--- src/rtl/kgp_risc_pkg.sv ---
// Shared types and constants for the KGP-RISC instruction sequencer.
// Used by kgp_risc_sequencer (optional stall counter macro: KGP_SEQ_PERF_EN).
package kgp_risc_pkg;

    typedef enum logic [2:0] {
        IDLE   = 3'd0,
        FETCH  = 3'd1,
        DECODE = 3'd2,
        EXEC   = 3'd3,
        MEM    = 3'd4,
        WB     = 3'd5,
        ERROR  = 3'd6
    } state_t;

    localparam logic [1:0] OP_MEM   = 2'd0;
    localparam logic [1:0] OP_ALU   = 2'd1;
    localparam logic [1:0] OP_SHIFT = 2'd2;
    localparam logic [1:0] OP_BR    = 2'd3;

    localparam logic [3:0] MAXF_MEM   = 4'd1;
    localparam logic [3:0] MAXF_ALU   = 4'd8;
    localparam logic [3:0] MAXF_SHIFT = 4'd4;
    localparam logic [3:0] MAXF_BR    = 4'd11;

    localparam logic [1:0] PC_SEL_PLUS4  = 2'b00;
    localparam logic [1:0] PC_SEL_BRANCH = 2'b01;
    localparam logic [1:0] PC_SEL_REG    = 2'b10;

    localparam logic [1:0] ERR_NONE    = 2'b00;
    localparam logic [1:0] ERR_ILLEGAL = 2'b01;
    localparam logic [1:0] ERR_TIMEOUT = 2'b10;

    function automatic logic fcode_legal(input logic [1:0] op, input logic [3:0] fc);
        logic [3:0] max_f;
        case (op)
            OP_MEM:   max_f = MAXF_MEM;
            OP_ALU:   max_f = MAXF_ALU;
            OP_SHIFT: max_f = MAXF_SHIFT;
            OP_BR:    max_f = MAXF_BR;
            default:  max_f = 4'd0;
        endcase
        return (fc <= max_f);
    endfunction

endpackage

--- src/rtl/kgp_mem_wait_timer.sv ---
// Counts memory request cycles without acknowledge; flags the last allowed cycle.
module kgp_mem_wait_timer #(
    parameter int MEM_TIMEOUT = 15
) (
    input  logic clk,
    input  logic rst,
    input  logic clear,
    input  logic count,
    output logic timeout
);

    localparam logic [7:0] LIMIT = 8'(MEM_TIMEOUT - 1);

    logic [7:0] wait_cnt_r;

    // Wait-cycle counter: holds the number of unacknowledged cycles already spent
    always_ff @(posedge clk or negedge rst) begin
        if (!rst) begin
            wait_cnt_r <= 8'd0;
        end else if (clear) begin
            wait_cnt_r <= 8'd0;
        end else if (count) begin
            wait_cnt_r <= wait_cnt_r + 8'd1;
        end else begin
            wait_cnt_r <= wait_cnt_r;
        end
    end

    // The current request cycle is the MEM_TIMEOUT-th one
    assign timeout = (wait_cnt_r == LIMIT);

endmodule

--- src/rtl/kgp_risc_sequencer.sv ---
// Multi-cycle FETCH/DECODE/EXEC/MEM/WB sequencer for the KGP-RISC core.
// Define KGP_SEQ_PERF_EN to enable the saturating memory stall counter.
module kgp_risc_sequencer
    import kgp_risc_pkg::*;
#(
    parameter int MEM_TIMEOUT = 15,
    parameter int CNT_W       = 32
) (
    input  logic             clk,
    input  logic             rst,
    input  logic             run,
    input  logic [1:0]       opcode,
    input  logic [3:0]       fcode,
    input  logic             branch,
    input  logic             memRead,
    input  logic             memWrite,
    input  logic             regWrite,
    input  logic             reg2PC,
    input  logic             branch_taken,
    input  logic             mem_ack,
    output logic             mem_req,
    output logic             mem_we,
    output logic             mem_addr_sel,
    output logic             ir_we,
    output logic             mdr_we,
    output logic             alu_en,
    output logic             rf_we,
    output logic             pc_we,
    output logic [1:0]       pc_sel,
    output logic             busy,
    output logic             err,
    output logic [1:0]       err_code,
    output logic [CNT_W-1:0] instr_count,
    output logic [31:0]      stall_count
);

    state_t           state_r;
    state_t           next_state_s;
    logic [1:0]       err_code_r;
    logic [1:0]       err_code_nxt_s;
    logic [CNT_W-1:0] instr_count_r;
    logic             timeout_s;
    logic             timer_clear_s;
    state_t           retire_state_s;

    assign retire_state_s = run ? FETCH : IDLE;
    assign timer_clear_s  = !((state_r == FETCH) || (state_r == MEM)) || mem_ack;

    kgp_mem_wait_timer #(.MEM_TIMEOUT(MEM_TIMEOUT)) u_wait_timer (
        .clk     (clk),
        .rst     (rst),
        .clear   (timer_clear_s),
        .count   (mem_req && !mem_ack),
        .timeout (timeout_s)
    );

    // State, fault code and retired-instruction counter registers
    always_ff @(posedge clk or negedge rst) begin
        if (!rst) begin
            state_r       <= IDLE;
            err_code_r    <= ERR_NONE;
            instr_count_r <= '0;
        end else begin
            state_r    <= next_state_s;
            err_code_r <= err_code_nxt_s;
            if (pc_we) begin
                instr_count_r <= instr_count_r + CNT_W'(1);
            end else begin
                instr_count_r <= instr_count_r;
            end
        end
    end

    // Next-state and strobe decode; ack always wins over the timeout
    always_comb begin
        next_state_s   = state_r;
        err_code_nxt_s = err_code_r;
        mem_req        = 1'b0;
        mem_we         = 1'b0;
        mem_addr_sel   = 1'b0;
        ir_we          = 1'b0;
        mdr_we         = 1'b0;
        alu_en         = 1'b0;
        rf_we          = 1'b0;
        pc_we          = 1'b0;
        pc_sel         = PC_SEL_PLUS4;
        case (state_r)
            IDLE: begin
                next_state_s = run ? FETCH : IDLE;
            end
            FETCH: begin
                mem_req = 1'b1;
                ir_we   = mem_ack;
                if (mem_ack) begin
                    next_state_s = DECODE;
                end else if (timeout_s) begin
                    next_state_s   = ERROR;
                    err_code_nxt_s = ERR_TIMEOUT;
                end else begin
                    next_state_s = FETCH;
                end
            end
            DECODE: begin
                if (fcode_legal(opcode, fcode)) begin
                    next_state_s = EXEC;
                end else begin
                    next_state_s   = ERROR;
                    err_code_nxt_s = ERR_ILLEGAL;
                end
            end
            EXEC: begin
                alu_en = 1'b1;
                if (memRead || memWrite) begin
                    next_state_s = MEM;
                end else if (regWrite) begin
                    next_state_s = WB;
                end else begin
                    pc_we        = 1'b1;
                    pc_sel       = reg2PC ? PC_SEL_REG :
                                   (branch_taken ? PC_SEL_BRANCH : PC_SEL_PLUS4);
                    next_state_s = retire_state_s;
                end
            end
            MEM: begin
                mem_req      = 1'b1;
                mem_addr_sel = 1'b1;
                mem_we       = memWrite;
                if (mem_ack) begin
                    if (memWrite) begin
                        pc_we        = 1'b1;
                        next_state_s = retire_state_s;
                    end else begin
                        mdr_we       = 1'b1;
                        next_state_s = WB;
                    end
                end else if (timeout_s) begin
                    next_state_s   = ERROR;
                    err_code_nxt_s = ERR_TIMEOUT;
                end else begin
                    next_state_s = MEM;
                end
            end
            WB: begin
                rf_we        = 1'b1;
                pc_we        = 1'b1;
                pc_sel       = reg2PC ? PC_SEL_REG : PC_SEL_PLUS4;
                next_state_s = retire_state_s;
            end
            ERROR: begin
                next_state_s = ERROR;
            end
            default: begin
                next_state_s = IDLE;
            end
        endcase
    end

    assign busy        = (state_r != IDLE) && (state_r != ERROR);
    assign err         = (state_r == ERROR);
    assign err_code    = err_code_r;
    assign instr_count = instr_count_r;

`ifdef KGP_SEQ_PERF_EN
    logic [31:0] stall_count_r;

    // Saturating count of request cycles that were not acknowledged
    always_ff @(posedge clk or negedge rst) begin
        if (!rst) begin
            stall_count_r <= 32'd0;
        end else if (mem_req && !mem_ack && (stall_count_r != 32'hFFFF_FFFF)) begin
            stall_count_r <= stall_count_r + 32'd1;
        end else begin
            stall_count_r <= stall_count_r;
        end
    end

    assign stall_count = stall_count_r;
`else
    assign stall_count = 32'd0;
`endif

endmodule

--- config.mk ---
export PLATFORM = sky130hd
export DESIGN_NAME = kgp_risc_sequencer
export DESIGN_NICKNAME = d
export VERILOG_FILES = /design/src/rtl/kgp_risc_pkg.sv /design/src/rtl/kgp_mem_wait_timer.sv /design/src/rtl/kgp_risc_sequencer.sv
export SDC_FILE = /design/constraint.sdc
export NUM_CORES = 1
export LEC_CHECK = 0
export CAP_MARGIN = 20
export CORE_ASPECT_RATIO = 2
export CORE_MARGIN = 4
export CORE_UTILIZATION = 50
export DETAILED_ROUTE_END_ITERATION = 10
export PLACE_DENSITY = 0.85
export SETUP_SLACK_MARGIN = 0.4
export SYNTH_ARGS = -nofsm -noshare
export SYNTH_HDL_FRONTEND = slang
export SYNTH_HIERARCHICAL = 1
export SYNTH_SLANG_ARGS = --single-unit
export TNS_END_PERCENT = 5
--- constraint.sdc ---
create_clock -name clk -period 2.95 [get_ports clk]
set_input_delay 0.885 -clock clk [delete_from_list [all_inputs] [get_ports clk]]
set_output_delay 0.885 -clock clk [all_outputs]
set_load 0.05 [all_outputs]
==> flow_summary.yaml <==
outcome:
  status: "complete, no violations"
yosys:
  syn_inst: 283
  synth_area_per_cell_um2: 9.815
  ys_seq_elements: 45
  seq_area_frac_synth_pct: 40.54
  synth_largest_area_cell: "dfrtp_1"
  syn_area_um2: 2778
  synthTopCellsByArea: "dfrtp_1 (41%), buf_4 (8.9%), xnor2_1 (6.9%)"
  synth-warning-count: 6
  synth_top_area_share_pct: 40.54
  synth_edf_count: 0
  synth.distinct_cells: 49
  ys_async_sr_fraction_pct: 100.0
  yosys_most_used_dff: "dfrtp_1"
job:
  drv_cap: 0
timing:
  tightest_slew_ps: 518.5
  fin_crit_ps: 2634
  drv_slew: 0
  hold_viol_final: 0
  rsz0062_at_grt: "true"
  period_share_pct: 89.30
  finalWorstSetupSlack_ps: 315.6
  finClkSkew_ps: 7.340
  fmax_mhz: 379.6
  max_slew_margin_pct: 65.33
  setup_violations: 0
pwr:
  finalPower_mw: 2.316
  p_comb_share_pct: 46.2
  power.internal_mw: 1.332
  p_sw_share_pct: 42.50
  power_frac_clock_pct: 20.4
  leakagePower_nw: 1.705
  p_switching_uw: 984.5
  pwr-share-seq_pct: 33.4
  p_per_area_nw_per_um2: 636.3
  ir_worst_vdd_mv: 0.7335
finish:
  syn2layout_area_growth_pct: 31.04
  finalNetCount: 389
  antenna_cells: 0
  drive_gt1_share_pct: 18.51
global_route:
  grt_use_total_pct: 19.81
  antenna_found_initial: 0
  grt_max_degree: 27
  grt_pass1_wl_um: 10380
  grt_overflow: 0
  grt_pass1_vias: 2311
routing:
  dr.pass1.iters: 4
  wl_um: 6384
  viasPerCell: 5.270
  antenna_left: 0
  wire_per_inst_um: 15.13
  drtIter0Drc: 71
  drc: 0
  num_vias: 2224
floorplanning:
  die_h_um: 113.4
  core-area_um2: 5420
  design.die.area_um2: 6884
  initial_utilization_pct: 51.25
  rows: 38
  ios: 94
  die_x_um: 60.71
setup_path:
  cp-end-kind: "output pin"
  critical_path_class: "in -> out"
  required_ps: 2070
  cp_max_fo: 8
  timing.critical_path.from_type: "primary input"
  arrival_ps: 1750
cts:
  clkTransAtPathRegs_ps: 70
  clock-sinks: 45
  clock_latency_ps: 300
  cts_root_buf: "clkbuf_8"
  htreeDepth: 2
  cts_made_buffers: 5
  clock_path_buffers: 2
  cts_tree: "built"
min_path:
  hold_class: "reg -> reg"
placement:
  dpl.hpwl_um: 4977
  preCtsSetupSlack_ps: -242.8
  port_buffers: 60
  gp_congestion: 0.8594
==> path summary, 6_finish.rpt <==
kind,cells after the start,slack [ps],start,end
setup / recovery,5,320,mem_ack,mdr_we
hold / removal,1,470,instr_count[31],instr_count[31]
setup reg to reg,7,710,state_r[0],u_wait_timer/wait_cnt_r[7]
hold reg to reg,1,470,instr_count[31],instr_count[31]
max in group asynchronous,2,1740,rst,instr_count[19]
min in group asynchronous,1,520,rst,err_code[1]
==> state kept, by name, summed over array words and instances (netlist names) <==
| name | count |
|---|---|
| instr_count | 32 |
| state_r | 3 |
| u_wait_timer/wait_cnt_r | 8 |
| err_code | 2 |
==> routing by layer <==
| metal | track usage [%] | share of wire (%) | wire length, µm | vias up |
|---|---|---|---|---|
| met2 | 35.03 | 56 | 3590 | 94 |
| met4 | 10.13 | 3.1 | 197 | 0 |
| li1 | - | - | - | 1058 |
| met3 | 4.304 | 7.0 | 447 | 17 |
| met1 | 20.89 | 34 | 2148 | 1055 |
| met5 | 0 | 0 | 0 | - |
==> critical path, cell delays in order <==
cell             delay [ps]
clkdlybuf4s15_1         200
buf_6                   140
and2b_2                 210
and2_4                  170
buf_12                  140
==> Yosys cell counts (2+ instances only) <==
cell type  instances
nand3_1           15
a21oi_1           11
and2_1             2
ha_1              12
nand2b_1           4
and2b_2            4
xnor2_1           22
nand2_1           14
a211oi_1           2
or4_1              2
nor4b_4            2
o31ai_1            3
xor2_1            13
buf_4             33
nor4_1             2
buf_6              3
clkbuf_1           2
nand4_1           12
nor2_1            22
and3_1             6
o21ai_0            7
dfrtp_1           45
inv_1             17
nor3_1             3
==> power groups by stage <==
| stage | clock network (mW) | logic [mW] | registers (mW) |
|---|---|---|---|
| floorplan | 0 | 0.657 | 0.881 |
| global placement | 0 | 1.04 | 0.775 |
| global route | 0.510 | 1.14 | 0.785 |
| detailed placement | 0 | 1.06 | 0.779 |
| finish | 0.473 | 1.07 | 0.773 |
| CTS | 0.487 | 1.06 | 0.767 |
==> cells in the final DEF (no fill, tap or decap), types with 2 or more instances in the layout <==
cell type        instances
buf_12                   7
nor4_1                   2
nand4_1                 12
conb_1                  32
xor2_1                  13
and3_1                   6
clkdlybuf4s50_1         40
buf_6                    2
inv_1                   16
dfrtp_1                 45
nor2_1                  20
nor4b_4                  2
nand3_1                 15
clkbuf_8                 6
nand2_1                 13
nor3_1                   3
nand2b_1                 3
o21ai_0                  6
and2b_2                  4
o31ai_1                  3
dlygate4sd2_1            4
a211oi_1                 2
ha_1                    12
nor3b_4                  2
or4_1                    2
xnor2_1                 22
a21oi_1                 10
buf_4                   21
==> kinds of logic after synthesis <==
| kind of cell | count (synthesis) | share of synthesized area, % |
|---|---|---|
| compound gates | 34 | 7.973 |
| xor+xnor | 35 | 11.04 |
| fa+ha+maj | 12 | 5.405 |
| buf+inv | 56 | 13.20 |
| flops | 45 | 40.54 |
| mux | 1 | 0.4054 |
| other cells | 1 | 0.1350 |
| simple gates | 99 | 21.31 |
==> area by class of cell <==
class / instances / area [µm²]
clock buffer: 7 / 86.33
sequential: 45 / 1126
tap: 60 / 75.07
timing repair buffer: 79 / 803.3
fill: 435 / 1780
multi-input combinational: 213 / 1455
clock inverter: 1 / 30.03
inverter: 17 / 63.81
==> per-stage QoR <==
step / cell area (µm²) / hold slack [ps] / instances / util [%] / TNS, ps
floorplan: 2923 / 509.0 / 314 / - / 0
global route: 3640 / 521.0 / 422 / 67.15 / 0
detailed placement: 3481 / 466.4 / 412 / 64.22 / -755.8
CTS: 3606 / 476.3 / 421 / 66.53 / 0
finish: 3640 / 472.9 / 422 / 67.15 / 0
global placement: 3481 / 462.3 / 412 / 64.22 / -564.4
==> timing repair <==
item / in CTS / in global routing
setup buffers: 1 / 1
pin swaps: 7 / 4
endpoints found under the setup margin: 27 / 10
gates resized for setup: 16 / 17
hold buffers: 0 / 0
hold endpoints to repair: 0 / 0
Note: power is estimated with default switching activity, not from simulation.
